File: config.mk
export PLATFORM = sky130hd
export DESIGN_NAME = pio_debounce_irq_flat
export DESIGN_NICKNAME = d
export VERILOG_FILES = /design/src/rtl/pio_debounce_irq_if.sv /design/src/rtl/pio_debounce_irq.sv /design/src/flat_wrapper.sv
export SDC_FILE = /design/constraint.sdc
export NUM_CORES = 1
export LEC_CHECK = 0
export BUFFER_PORTS_ARGS = -buffer_cell sky130_fd_sc_hd__buf_4
export CAP_MARGIN = 20
export CORE_UTILIZATION = 39
export CTS_BUF_LIST = sky130_fd_sc_hd__clkbuf_4
export DETAILED_ROUTE_END_ITERATION = 7
export SYNTH_ARGS = -nofsm -noshare
export SYNTH_HDL_FRONTEND = slang
export SYNTH_SLANG_ARGS = --single-unit
File: constraint.sdc
create_clock -name clk -period 1.95 [get_ports clk]
set_input_delay 0.195 -clock clk [delete_from_list [all_inputs] [get_ports clk]]
set_output_delay 0.195 -clock clk [all_outputs]
set_load 0.05 [all_outputs]
File: src/rtl/pio_debounce_irq_if.sv
// Avalon-MM slave bus of the debounced PIO together with its interrupt line to the CPU.
interface pio_debounce_irq_if;
  logic        chipselect;
  logic [2:0]  address;
  logic        write_n;
  logic [31:0] writedata;
  logic [31:0] readdata;
  logic        irq;

  modport master (
    output chipselect, address, write_n, writedata,
    input  readdata, irq
  );

  modport slave (
    input  chipselect, address, write_n, writedata,
    output readdata, irq
  );
endinterface

File: src/rtl/pio_debounce_irq.sv
// WIDTH-channel debounced input PIO: two-flop synchroniser, run-time programmable counter
// debounce, per-channel rise/fall edge select, write-1-to-clear edge capture and masked IRQ.
module pio_debounce_irq #(
  parameter int                    WIDTH      = 2,
  parameter int                    CNT_W      = 16,
  parameter logic [CNT_W-1:0]      DEB_RESET  = CNT_W'(50000),
  parameter logic [WIDTH-1:0]      INIT_LEVEL = {WIDTH{1'b1}},
  parameter logic [WIDTH-1:0]      RISE_RESET = {WIDTH{1'b0}},
  parameter logic [WIDTH-1:0]      FALL_RESET = {WIDTH{1'b1}}
) (
  input  logic                  clk,
  input  logic                  reset_n,
  pio_debounce_irq_if.slave     bus,
  input  logic [WIDTH-1:0]      in_port
);

  typedef enum logic [2:0] {
    A_DATA  = 3'd0,
    A_RAW   = 3'd1,
    A_MASK  = 3'd2,
    A_CAPT  = 3'd3,
    A_RISE  = 3'd4,
    A_FALL  = 3'd5,
    A_LIMIT = 3'd6,
    A_NONE  = 3'd7
  } reg_addr_e;

  logic [WIDTH-1:0] sync1, sync2;
  logic [WIDTH-1:0] db, dbq;
  logic [CNT_W-1:0] cnt [WIDTH];

  logic [WIDTH-1:0] irq_mask, edge_cap, rise_en, fall_en;
  logic [CNT_W-1:0] deb_limit;
  logic [31:0]      readdata_q, rd_next;

  logic             wr;
  reg_addr_e        addr;
  logic [WIDTH-1:0] ev, clr_mask;

  // Only the low WIDTH/CNT_W bits of writedata are meaningful; the rest are deliberately dropped.
  logic unused_wdata;
  assign unused_wdata = ^bus.writedata;

  assign wr   = bus.chipselect & ~bus.write_n;
  assign addr = reg_addr_e'(bus.address);

  // Synchroniser and debounce. A channel's counter measures how long the synchronised
  // input has disagreed with the debounced level; once it reaches the limit, db follows.
  always_ff @(posedge clk or negedge reset_n) begin
    if (!reset_n) begin
      sync1 <= INIT_LEVEL;
      sync2 <= INIT_LEVEL;
      db    <= INIT_LEVEL;
      dbq   <= INIT_LEVEL;
      // NOTE: the counters are a handful of flops, not a RAM, so resetting them is cheap and required.
      for (int i = 0; i < WIDTH; i++) cnt[i] <= '0;
    end else begin
      // NOTE: non-blocking assignments so every flop samples pre-edge values, like real hardware.
      sync1 <= in_port;
      sync2 <= sync1;
      dbq   <= db;
      for (int i = 0; i < WIDTH; i++) begin
        if (sync2[i] == db[i]) begin
          cnt[i] <= '0;
        end else if (cnt[i] >= deb_limit) begin
          db[i]  <= sync2[i];
          cnt[i] <= '0;
        end else if (cnt[i] != {CNT_W{1'b1}}) begin
          cnt[i] <= cnt[i] + CNT_W'(1);
        end
      end
    end
  end

  assign ev       = (db & ~dbq & rise_en) | (~db & dbq & fall_en);
  assign clr_mask = (wr && addr == A_CAPT) ? bus.writedata[WIDTH-1:0] : '0;

  // Read mux: registered every cycle regardless of chipselect.
  always_comb begin
    // NOTE: default first so no path through the case leaves rd_next unassigned (no latch).
    rd_next = '0;
    unique case (addr)
      A_DATA:  rd_next[WIDTH-1:0] = db;
      A_RAW:   rd_next[WIDTH-1:0] = sync2;
      A_MASK:  rd_next[WIDTH-1:0] = irq_mask;
      A_CAPT:  rd_next[WIDTH-1:0] = edge_cap;
      A_RISE:  rd_next[WIDTH-1:0] = rise_en;
      A_FALL:  rd_next[WIDTH-1:0] = fall_en;
      A_LIMIT: rd_next[CNT_W-1:0] = deb_limit;
      A_NONE:  rd_next = '0;
    endcase
  end

  always_ff @(posedge clk or negedge reset_n) begin
    if (!reset_n) begin
      irq_mask   <= '0;
      edge_cap   <= '0;
      rise_en    <= RISE_RESET;
      fall_en    <= FALL_RESET;
      deb_limit  <= DEB_RESET;
      readdata_q <= '0;
    end else begin
      readdata_q <= rd_next;
      // A new event wins over a same-cycle clear so it is never lost.
      edge_cap   <= (edge_cap & ~clr_mask) | ev;
      if (wr) begin
        case (addr)
          A_MASK:  irq_mask  <= bus.writedata[WIDTH-1:0];
          A_RISE:  rise_en   <= bus.writedata[WIDTH-1:0];
          A_FALL:  fall_en   <= bus.writedata[WIDTH-1:0];
          A_LIMIT: deb_limit <= bus.writedata[CNT_W-1:0];
          default: ;
        endcase
      end
    end
  end

  assign bus.readdata = readdata_q;
  assign bus.irq      = |(edge_cap & irq_mask);

endmodule

File: src/flat_wrapper.sv
// flat-port wrapper written by rule: the top's interface ports become plain ports
module pio_debounce_irq_flat 
#(
  parameter int                    WIDTH      = 2,
  parameter int                    CNT_W      = 16,
  parameter logic [CNT_W-1:0]      DEB_RESET  = CNT_W'(50000),
  parameter logic [WIDTH-1:0]      INIT_LEVEL = {WIDTH{1'b1}},
  parameter logic [WIDTH-1:0]      RISE_RESET = {WIDTH{1'b0}},
  parameter logic [WIDTH-1:0]      FALL_RESET = {WIDTH{1'b1}}
)
  (clk, reset_n, in_port, bus_chipselect, bus_address, bus_write_n, bus_writedata, bus_readdata, bus_irq);
  pio_debounce_irq_if bus_i ();
  input  logic clk;
  input  logic reset_n;
  input  logic [WIDTH-1:0] in_port;
  input wire logic [$bits(bus_i.chipselect)-1:0] bus_chipselect;
  input wire logic [$bits(bus_i.address)-1:0] bus_address;
  input wire logic [$bits(bus_i.write_n)-1:0] bus_write_n;
  input wire logic [$bits(bus_i.writedata)-1:0] bus_writedata;
  output wire logic [$bits(bus_i.readdata)-1:0] bus_readdata;
  output wire logic [$bits(bus_i.irq)-1:0] bus_irq;
  assign bus_i.chipselect = bus_chipselect;
  assign bus_i.address = bus_address;
  assign bus_i.write_n = bus_write_n;
  assign bus_i.writedata = bus_writedata;
  assign bus_readdata = bus_i.readdata;
  assign bus_irq = bus_i.irq;
  pio_debounce_irq #(.WIDTH(WIDTH), .CNT_W(CNT_W), .DEB_RESET(DEB_RESET), .INIT_LEVEL(INIT_LEVEL), .RISE_RESET(RISE_RESET), .FALL_RESET(FALL_RESET)) u_core (.clk(clk), .reset_n(reset_n), .bus(bus_i), .in_port(in_port));
endmodule
After elaboration in Yosys (flattened, before gate mapping)
Cells that the tools add are included.
{"block": "totals", "reg_bits": 80, "latch_bits": 0, "ram_bits": 0, "romBits": 0, "inputBits": 41, "output_inout_bits": 33, "n_memories": 0}
{"block": "op_classes", "add_sub_neg": 2, "multipliers": 0, "n_div": 0, "order_cmp": 2, "n_eq_ne": 11, "shift": 0, "mux": 9, "bitwise": 15, "n_reduce_logical": 11}
{"cell": "16-bit 2-to-1 mux", "count": 6}
{"cell": "16-bit by 1-bit adder with 16-bit output, second input constant", "count": 2}
{"cell": "16-bit greater-or-equal comparator", "count": 2}
{"cell": "16-bit inequality test, second input constant", "count": 2}
{"cell": "2-bit case mux with 8 select lines", "count": 1}
{"cell": "14-bit 2-to-1 mux", "count": 1}
{"cell": "2-bit bitwise AND", "count": 6}
{"cell": "3-bit equality test, second input constant", "count": 4}
{"cell": "2-bit AND reduction", "count": 6}
{"cell": "3-bit by 2-bit equality test with 1-bit output, second input constant", "count": 2}
{"cell": "2-bit NOT", "count": 3}
{"cell": "3-bit nonzero test", "count": 2}
{"cell": "2-bit OR", "count": 2}
{"cell": "3-bit by 1-bit equality test with 1-bit output, second input constant", "count": 1}
{"cell": "3-bit zero test", "count": 1}
{"cell": "1-bit NOT", "count": 3}
{"cell": "1-bit equality test", "count": 2}
{"cell": "2-bit 2-to-1 mux", "count": 1}
{"cell": "2-bit OR reduction", "count": 1}
{"cell": "1-bit bitwise AND", "count": 1}
{"cell": "1-bit logical AND", "count": 1}

Depth between registers and ports, before layout
Gate-level depths: netlist of the first run.
{"block": "logic_depth", "depth_word": 7, "ltp_mapped": 8, "mapped_depth_nobuf": 7}

Worst setup path after synthesis of the first run
No wires, ideal clock.
{"block": "synth_timing", "path_kind": "register to register", "startpoint": "reg u_core.deb_limit[6]", "endpoint": "reg u_core.db[0]", "setup_ns": 0.085, "arrival_time_ns": 1.978, "required_time_ns": 1.865, "setup_slack_ns": -0.112, "stages_incl_launch_ff": 8, "n_path_buf": 0, "synth_period_minus_slack_ns": 2.062, "cell_sequence": "dfstp_2 > inv_1 > ha_1 > and3_1 > a221o_1 > a21oi_2 > nand3_1 > mux2_1"}
{"block": "synth_between", "elab_chain_cells": 2}
{"element": "start, declared", "line_no": "pio_debounce_irq.sv:33", "source": "logic [CNT_W-1:0] deb_limit;"}
{"element": "start signal, assigned", "line_no": "pio_debounce_irq.sv:111", "source": "A_LIMIT: deb_limit <= bus.writedata[CNT_W-1:0];"}
{"element": "16-bit greater-or-equal comparator", "line_no": "pio_debounce_irq.sv:65", "source": "end else if (cnt[i] >= deb_limit) begin"}
{"element": "2-bit AND reduction (no source line)"}
{"element": "end signal, assigned by index", "line_no": "pio_debounce_irq.sv:66", "source": "db[i] <= sync2[i];"}
{"element": "end, declared", "line_no": "pio_debounce_irq.sv:29", "source": "logic [WIDTH-1:0] db, dbq;"}
Every way passes these cells.
A chain may end at the register's enable or synchronous reset.

Final worst setup path of the first run
{"block": "layout_timing", "startpoint": "reg u_core.deb_limit[0]", "endpoint": "reg u_core.cnt[31] (netlist name)"}
{"block": "layout_between", "elab_chain_cells": 3, "elab_cells_between_ends": 4, "cone_classes": "order compare: 1; mux: 2; reduce/logical: 1"}
{"element": "16-bit greater-or-equal comparator (*)", "line_no": "pio_debounce_irq.sv:65"}
{"element": "16-bit 2-to-1 mux", "line_no": "pio_debounce_irq.sv:65"}
{"element": "16-bit 2-to-1 mux", "line_no": "pio_debounce_irq.sv:63", "source": "if (sync2[i] == db[i]) begin"}
{"element": "end signal, assigned by index", "line_no": "pio_debounce_irq.sv:69", "source": "cnt[i] <= cnt[i] + CNT_W'(1);"}
{"element": "end, declared", "line_no": "pio_debounce_irq.sv:30", "source": "logic [CNT_W-1:0] cnt [WIDTH];"}
Every way passes the cells marked *; elsewhere a longest branch is shown, timed or not.

==> impl_metrics.toml, run 1 <==
[status]
status = "finished, violations left"
violations = "setup timing"

[cells_and_area]
multi_input_area_um2 = 2580
nFillCells = 974
final_cells = 692
seq_area_um2 = 2020
diodes = 0
areaGrowthSynthToFinish_pct = 33.4
layout-drive-gt1-share = 0.380
fin_nets = 622

[cts]
numClockSinks = 80
htreeDepth = 3
cts_buffers = 9
clock_latency_ns = 0.44
cts_tree = "yes"
cts.clk_slew.worst_paths_ns = 0.11
cts_buffer_depth = 2
root_buffer = "clkbuf_4"

[critical_path]
startpoint_type = "flop"
path_cells = "ha_1 -> nand2b_4 -> a2111oi_4 -> o41a_1 -> nand4_4 -> buf_6 -> nor2_4"
end_kind = "flop"
path_max_fanout = 8
slowest_stage = "dfrtp_1"
critPathKind = "reg -> reg"
worst_r2r_path_depth = 7
crit_buf_inv = 1
cp.arrival_ns = 2.49
worstSetupPathDepth = 7
slowest_delay_ns = 0.41
worstPathRequired_ns = 2.33
crit_family = "compound AO/OA/AOI/OAI gates"

[timing]
timing.final.ws_setup_ns = -0.164
hold_violations = 0
slew_violations = 0
tightestPinTransition_ns = 0.567
finalCritPeriodShare = 1.08
finClkSkew_ns = 0.0113
min_period_ns = 2.11
setup_viol = 34
rsz0062_at_grt = "yes"
fmax_ghz = 0.473
slew_headroom = 0.620

[placed_design]
placed_cells = 648
pre_cts_slack_ns = -0.429
finalWeightedCongestion = 0.874
port_buffers = 41
dp_hpwl_mm = 7.43

[pwr]
power_density_nw_per_um2 = 670
leakage_uw = 0.00271
ir_drop_mv = 0.286

[flow_run]
drv_cap = 0

[synthesis]
synth-main-ff-cell = "dfrtp_1"
synth_seq_cells = 80
netlist_top_cells_area = "dfrtp_1 36%, ha_1 9.6%, dfstp_2 9.5%, nand2_1 3.1%, mux2_2 2.8%"
synth_area_um2 = 4440
synth_cell_types = 62
ys_warn_count = 0
yosysTopAreaCell = "dfrtp_1"
avgSynthCellArea_um2 = 10.2
async_flop_share = 1.00
synth-edff-count = 0
yosysSeqAreaShare = 0.455
netlist_instances = 436
yosysTopAreaCellShare = 0.361

[detailed_routing]
wl_per_cell_um = 15.4
ant_nets = 0
vias = 3570
vias_per_cell = 5.16
drt-total-wl_mm = 10.6
initialDrtViolationCount = 139
drc = 0
drt_pass1_iterations = 4

[die]
start_util = 0.404
rows = 38
core-area_um2 = 11000
die_h_um = 109
dieArea_um2 = 11800
die_w_um = 109
num_io_pins = 74

[global_route]
grt_pass1_vias = 3543
grt_first_pass_wirelength_mm = 17.9
grt.overflow.total = 0
grt_max_degree = 41
track_usage = 0.201
antenna_found_initial = 0

[min_path]
hold_path_depth = 2
min_path_type = "in -> reg"
[sequential cells by signal, indices dropped and copies added (netlist names)]
name	flops
u_core.sync1	2
u_core.edge_cap	2
u_core.rise_en	2
u_core.fall_en	2
u_core.deb_limit	16
u_core.irq_mask	2
u_core.dbq	2
u_core.cnt	32
u_core.sync2	2
u_core.db	2
u_core.bus.readdata	16
[layer usage]
| metal | up-vias | global-route usage | routed length, um |
|---|---|---|---|
| li1 | 1767 | - | - |
| met1 | 1731 | 0.273 | 5040 |
| met2 | 59 | 0.322 | 5100 |
| met3 | 13 | 0.0329 | 326 |
| met4 | 0 | 0.0714 | 172 |
| met5 | - | 0 | 0 |
[worst paths after layout]
check | startpoint | end | slack (ns)
setup / recovery | u_core.deb_limit[0] | u_core.cnt[31] | -0.16
hold / removal | bus_writedata[0] | u_core.irq_mask[0] | 0.04
setup reg to reg | u_core.deb_limit[0] | u_core.cnt[31] | -0.16
hold reg to reg | u_core.sync1[0] | u_core.sync2[0] | 0.36
max in group asynchronous | reset_n | u_core.db[1] | 0.97
min in group asynchronous | reset_n | u_core.cnt[17] | 0.28
[synth_stat cells (5+ instances only)]
cell type,count
dfstp_2,16
mux2_2,11
nand3_1,21
nor2_1,27
a211oi_1,6
o21ai_0,24
nand4_1,11
nor3_1,23
nand2_1,37
ha_1,34
clkbuf_1,5
xor2_1,7
o211ai_1,5
and3_1,14
dfrtp_1,64
xnor2_1,8
buf_4,16
inv_1,19
a21oi_1,16
[layout by cell type, fill, tap and decap left out, types with 9 or more instances in the layout]
| cell | instances |
|---|---|
| a21oi_1 | 11 |
| and3_1 | 13 |
| buf_4 | 88 |
| clkbuf_4 | 14 |
| conb_1 | 16 |
| dfrtp_1 | 64 |
| dfstp_2 | 16 |
| dlygate4sd3_1 | 18 |
| ha_1 | 26 |
| inv_1 | 9 |
| mux2_2 | 10 |
| nand2_1 | 37 |
| nand3_1 | 19 |
| nand4_1 | 11 |
| nor2_1 | 19 |
| nor3_1 | 19 |
| o21ai_0 | 22 |
[cell type report]
class | count | share of cell area
multi-input cells | 323 | 0.435
flip-flops and latches | 80 | 0.341
repair buffers | 114 | 0.162
well taps | 140 | 0.0296
clock buffers | 14 | 0.0177
inverters | 19 | 0.0129
clock inverters | 2 | 0.00148
[cell families after synthesis]
kind of cell,count (synthesis),share of synthesized area
and+or+nand+nor,167,0.203
AOI/OAI and AO/OA,76,0.117
muxes,14,0.0349
buffers and inverters,49,0.0634
adders and majority gates,34,0.0958
DFF,80,0.455
xor gates and xnor gates,15,0.0296
other,1,0.000844
[power breakdown]
| part | switching (uW) | internal (uW) | total [uW] |
|---|---|---|---|
| clock | 562 | 330 | 892 |
| sequential | 86.0 | 1840 | 1930 |
| combinational | 640 | 505 | 1140 |
| total | 1290 | 2680 | 3970 |
[stage by stage]
stage / utilization / TNS, ns / total power (uW) / instance area (um2) / hold slack [ns]
finish: 0.539 / -2.69 / 3970 / 5920 / 0.0350
global route: 0.539 / -4.79 / 4210 / 5920 / 0.0174
CTS: 0.523 / -4.17 / 3930 / 5740 / 0.00399
detailed placement: 0.471 / -8.15 / 2910 / 5170 / 0.226
global placement: 0.471 / -6.79 / 2880 / 5170 / 0.216
floorplan: - / 0 / 2540 / 4520 / -0.101
[timing repair]
item / in CTS / in global routing
setup endpoints to repair: 34 / 34
buffers inserted: 8 / 1
endpoints found under the hold margin: 41 / 0
gates cloned: 2 / 0
resized for setup: 37 / 44
pin swaps: 16 / 26
hold buffers: 18 / 0
(Power assumes the default switching activity.)
==> inputs of run 2 (changes only) <==
--- a/config.mk
+++ b/config.mk
@@ -5,8 +5,8 @@
 export SDC_FILE = /design/constraint.sdc
 export NUM_CORES = 1
 export LEC_CHECK = 0
-export BUFFER_PORTS_ARGS = -buffer_cell sky130_fd_sc_hd__buf_4
-export CAP_MARGIN = 20
+export BUFFER_PORTS_ARGS = -buffer_cell sky130_fd_sc_hd__buf_2
+export CAP_MARGIN = 40
 export CORE_UTILIZATION = 39
 export CTS_BUF_LIST = sky130_fd_sc_hd__clkbuf_4
 export DETAILED_ROUTE_END_ITERATION = 7
==> impl_metrics.toml, run 2 (same netlist as run 1, synthesis figures left out) <==
[die]
rows = 38
core-area_um2 = 11000
die_h_um = 109
dieArea_um2 = 11800
num_io_pins = 74
die_w_um = 109
start_util = 0.404

[cts]
root_buffer = "clkbuf_4"
cts_buffers = 9
cts_tree = "yes"
clock_latency_ns = 0.45
numClockSinks = 80
htreeDepth = 3
cts_buffer_depth = 2
cts.clk_slew.worst_paths_ns = 0.13

[timing]
setup_viol = 30
finalCritPeriodShare = 1.09
timing.final.ws_setup_ns = -0.185
worst_hold_slack_ns = 0.0888
totalNegativeSetupSlack_ns = -2.75
hold_violations = 0
finClkSkew_ns = 0.0142
fmax_ghz = 0.468
rsz0062_at_grt = "yes"
tightestPinTransition_ns = 0.607
slew_headroom = 0.594
min_period_ns = 2.13
slew_violations = 0

[pwr]
power_density_nw_per_um2 = 713
leakage_uw = 0.00268
ir_drop_mv = 0.368

[cells_and_area]
areaGrowthSynthToFinish_pct = 30.6
nFillCells = 979
final_cell_mix = "64 x dfrtp_1, 50 x buf_4, 40 x buf_2, 37 x nand2_1, 26 x ha_1"
final_area_um2 = 5800
layout-drive-gt1-share = 0.359
largest_register_ffs = 32
fin_nets = 621
top_register = "u_core.cnt"
final_common_cell = "dfrtp_1"

[critical_path]
startpoint_type = "flop"
end_kind = "flop"
worst_r2r_path_depth = 8
cp.arrival_ns = 2.52
critPathKind = "reg -> reg"
path_max_fanout = 7
worstPathRequired_ns = 2.34

[detailed_routing]
wl_per_cell_um = 15.2
ant_nets = 0
initialDrtViolationCount = 164
drc = 0
vias = 3610
drt-total-wl_mm = 10.5
drt_pass1_iterations = 4
vias_per_cell = 5.22

[flow_run]
drv_cap = 0

[min_path]
hold_path_depth = 3
min_path_type = "in -> reg"

[global_route]
track_usage = 0.198
grt_first_pass_wirelength_mm = 17.7
grt.overflow.total = 0
grt_pass1_vias = 3655
antenna_found_initial = 1
grt_max_degree = 46

[placed_design]
finalWeightedCongestion = 0.851
port_buffers = 41
place_area_um2 = 5030
dp_hpwl_mm = 7.34
pre_cts_slack_ns = -0.352

[status]
violations = "setup timing"
status = "finished, violations left"
run 2: path summary, 6_finish.rpt:
path | from | to | slack, ns
min in group asynchronous | reset_n | u_core.bus.readdata[0] | 0.23
setup reg to reg | u_core.deb_limit[6] | u_core.cnt[19] | -0.18
max in group asynchronous | reset_n | u_core.deb_limit[4] | 1.05
hold reg to reg | u_core.sync1[1] | u_core.sync2[1] | 0.37
hold / removal | bus_address[2] | u_core.bus.readdata[1] | 0.09
setup / recovery | u_core.deb_limit[6] | u_core.cnt[19] | -0.18
run 2: stage by stage:
stage | util | instances | power [uW]
finish | 0.528 | 692 | 4140
global route | 0.528 | 692 | 4370
CTS | 0.521 | 690 | 4150
detailed placement | 0.458 | 644 | 2860
global placement | 0.458 | 644 | 2830
floorplan | - | 451 | 2540
run 2: metal layers:
metal  global-route usage  wire (um)
met1                0.249       4760
met2                0.321       5060
met3               0.0580        490
met4               0.0782        206
met5                    0          0
run 2: layout make-up:
class	instances	area [um2]	area share
Multi-Input combinational cell	323	2530	0.436
Inverter	19	81.3	0.0140
Clock inverter	5	72.6	0.0125
Sequential cell	80	2020	0.349
Tap cell	140	175	0.0302
Antenna cell	1	2.50	0.000431
Clock buffer	11	82.6	0.0142
Timing Repair Buffer	113	837	0.144
run 2: power by group:
group / switching, uW / internal, uW
combinational: 628 / 465
sequential: 85.0 / 1840
clock: 578 / 539
total: 1290 / 2850
run 2: timing repair:
| item | in CTS | in global routing |
|---|---|---|
| resized for setup | 51 | 17 |
| endpoints found under the hold margin | 52 | 0 |
| buffers inserted | 9 | 2 |
| hold buffers | 19 | 0 |
| pin swaps | 26 | 5 |
| cloned | 2 | 0 |
| endpoints found under the setup margin | 34 | 34 |
run 2: worst max-delay path, cell delays in order, from the launching register on:
cell and delay (ns):
dfstp_2 0.57, inv_4 0.05, ha_4 0.21, and3_4 0.15, a221o_1 0.35, a21oi_4 0.24, nand4_4 0.20, buf_4 0.20
nor2_1 0.10
==> inputs of run 3 (changes only) <==
--- a/config.mk
+++ b/config.mk
@@ -5,8 +5,10 @@
 export SDC_FILE = /design/constraint.sdc
 export NUM_CORES = 1
 export LEC_CHECK = 0
+export ABC_AREA = 1
 export BUFFER_PORTS_ARGS = -buffer_cell sky130_fd_sc_hd__buf_2
 export CAP_MARGIN = 40
+export CORE_ASPECT_RATIO = 2
 export CORE_UTILIZATION = 39
 export CTS_BUF_LIST = sky130_fd_sc_hd__clkbuf_4
 export DETAILED_ROUTE_END_ITERATION = 7
==> impl_metrics.toml, run 3 <==
[synthesis]
synth_fa_ha_area_frac = 0.0914
synth-edff-count = 0
synth_compound_area_frac = 0.0842
ys_warn_count = 0
synth-simple-area-share = 0.273
async_flop_share = 1.00
avgSynthCellArea_um2 = 7.74
yosysTopAreaCell = "dfrtp_1"
synth_area_um2 = 4650
synthXorXnorAreaFrac = 0.0229
synth_cell_types = 32
netlist_top_cells_count = "132 x nand2_1, 118 x nor2_1, 76 x inv_1, 64 x dfrtp_1, 43 x o21ai_0"
netlist_top_cells_area = "dfrtp_1 34%, nand2_1 11%, nor2_1 9.5%, ha_1 9.1%, dfstp_2 9.0%"
yosysTopAreaCellShare = 0.344
muxShareOfSynthArea = 0
yosysSeqAreaShare = 0.435
synth-main-ff-cell = "dfrtp_1"
netlist_instances = 601
synth_top_family_by_area = "simple AND/OR/NAND/NOR gates"
synth_seq_cells = 80
yosysMostFrequentCell = "nand2_1"

[placed_design]
finalWeightedCongestion = 0.889
port_buffers = 41
dp_hpwl_mm = 8.77

[pwr]
p_int_uw = 2400
power_frac_clock = 0.236
switching_power_uw = 1250
leakage_uw = 0.00279
power_frac_seq = 0.525
swShare = 0.343
combinationalPowerShare = 0.239
ir_drop_mv = 0.291
power_density_nw_per_um2 = 654

[timing]
hold_violations = 0
rsz0062_at_grt = "yes"
finalCritPeriodShare = 0.979
slew_violations = 0
finClkSkew_ns = 0.0218
worst_hold_slack_ns = 0.0245
setup_viol = 0
fmax_ghz = 0.524
min_period_ns = 1.91

[cells_and_area]
areaGrowthSynthToFinish_pct = 19.9
final_common_cell = "nand2_1"
largest_register_ffs = 32
final_cell_mix = "131 x nand2_1, 105 x nor2_1, 72 x inv_1, 64 x dfrtp_1, 43 x o21ai_0"
fin_nets = 759
nFillCells = 1138
layout-drive-gt1-share = 0.186
top_register = "u_core.cnt"
utilization = 0.477

[min_path]
min_path_type = "in -> reg"
worstHoldStart = "bus_writedata[0]"

[critical_path]
path_max_fanout = 5
worstReg2RegStart = "u_core.deb_limit[9]"
path_cells = "clkinvlp_4 -> ha_4 -> nand2_1 -> nand2_1 -> nand2_1 -> a21oi_2 -> nor2_2 -> buf_6 -> nand4_1 -> nor2_1"
crit_start = "u_core.deb_limit[9]"
critPathKind = "reg -> reg"
startpoint_type = "flop"
end_kind = "flop"
slowest_delay_ns = 0.57
slowest_stage = "dfstp_2"
critPathMostFrequentCell = "nand2_1"
worstPathRequired_ns = 2.32
cp.arrival_ns = 2.28
crit_family = "simple AND/OR/NAND/NOR gates"
crit_buf_inv = 2

[cts]
cts_tree = "yes"
htreeDepth = 3
clock_latency_ns = 0.44
numClockSinks = 80
cts_buffers = 9
root_buffer = "clkbuf_4"
cts_buffer_depth = 2
cts.clk_slew.worst_paths_ns = 0.14

[die]
die_w_um = 79.2
core-area_um2 = 11700
rows = 56
num_io_pins = 74
die_h_um = 156
dieArea_um2 = 12400
start_util = 0.398

[detailed_routing]
drt-total-wl_mm = 11.6
drt_pass1_iterations = 4
wl_met1_mm = 4.07
wl_per_cell_um = 13.9
wl_met2_mm = 6.74
wl_met3_um = 317
initialDrtViolationCount = 139
vias_per_cell = 4.94
routed.top_layer = "met4"
ant_nets = 0
vias = 4119
drc = 0

[global_route]
track_usage = 0.195
grt_pass1_vias = 3916
grt_first_pass_wirelength_mm = 18.0
grt.overflow.total = 0
grt_max_degree = 69
antenna_found_initial = 1

[flow_run]
drv_cap = 0

[status]
status = "completed"
[run 3: metal layers]
metal / GRT usage / up-vias
li1: - / 2055
met1: 0.190 / 1947
met2: 0.372 / 87
met3: 0.0356 / 30
met4: 0.107 / 0
met5: 0 / -
[run 3: kinds of logic (layout without fill, tap and decap cells)]
| group | after synthesis | count (layout) |
|---|---|---|
| AO/OA/AOI/OAI | 71 | 71 |
| adder cells (fa/ha/maj) | 34 | 34 |
| XOR/XNOR | 10 | 10 |
| buffers and inverters | 98 | 170 |
| flip-flops | 80 | 80 |
| AND/OR/NAND/NOR | 307 | 307 |
| other | 1 | 17 |
[run 3: repair_timing]
item | in CTS | in global routing
setup buffers | 0 | 3
cloned | 0 | 1
endpoints found under the setup margin | 13 | 33
hold buffers | 18 | 0
hold endpoints to repair | 83 | 0
resized for setup | 0 | 32
pin swaps | 2 | 10
[run 3: stage by stage]
step / setup WS, ns / TNS [ns] / area, um2 / total power, uW / instances
3_5_place_dp: -0.00590 / -0.00590 / 5100 / 2750 / 797
4_1_cts: -0.00991 / -0.0232 / 5390 / 3640 / 830
3_3_place_gp: 0.0469 / 0 / 5100 / 2710 / 797
6_report: 0.0413 / 0 / 5580 / 3650 / 834
5_1_grt: -0.0803 / -1.11 / 5580 / 3870 / 834
2_1_floorplan: 0.205 / 0 / 4710 / 2520 / 616
[run 3: power by group through the flow]
stage	sequential [uW]	clock, uW	combinational, uW
6_report	1920	863	873
5_1_grt	1930	950	989
4_1_cts	1910	895	838
3_5_place_dp	1940	0	807
3_3_place_gp	1940	0	777
2_1_floorplan	2000	0	520
[run 3: layout make-up]
class	instances	area [um2]	share of cell area
Inverter	77	293	0.0525
Clock buffer	11	82.6	0.0148
Multi-Input combinational cell	438	2390	0.429
Antenna cell	1	2.50	0.000448
Timing Repair Buffer	78	584	0.105
Tap cell	145	181	0.0325
Sequential cell	80	2020	0.362
Clock inverter	4	22.5	0.00404
[run 3: worst min-delay path: cells and delay by family]
family / cells / cell delay, ns
buffers and inverters: 1 / 0.11
AND/OR/NAND/NOR: 1 / 0.05
AO/OA/AOI/OAI: 1 / 0.06
[run 3: final timing paths]
kind	to	slack, ns	cells after the start
max in group asynchronous	u_core.deb_limit[8]	1.17	3
max	u_core.cnt[7]	0.04	10
min reg2reg	u_core.sync2[0]	0.37	0
min	u_core.deb_limit[0]	0.02	3
max reg2reg	u_core.cnt[7]	0.04	10
min in group asynchronous	u_core.bus.readdata[1]	0.13	2
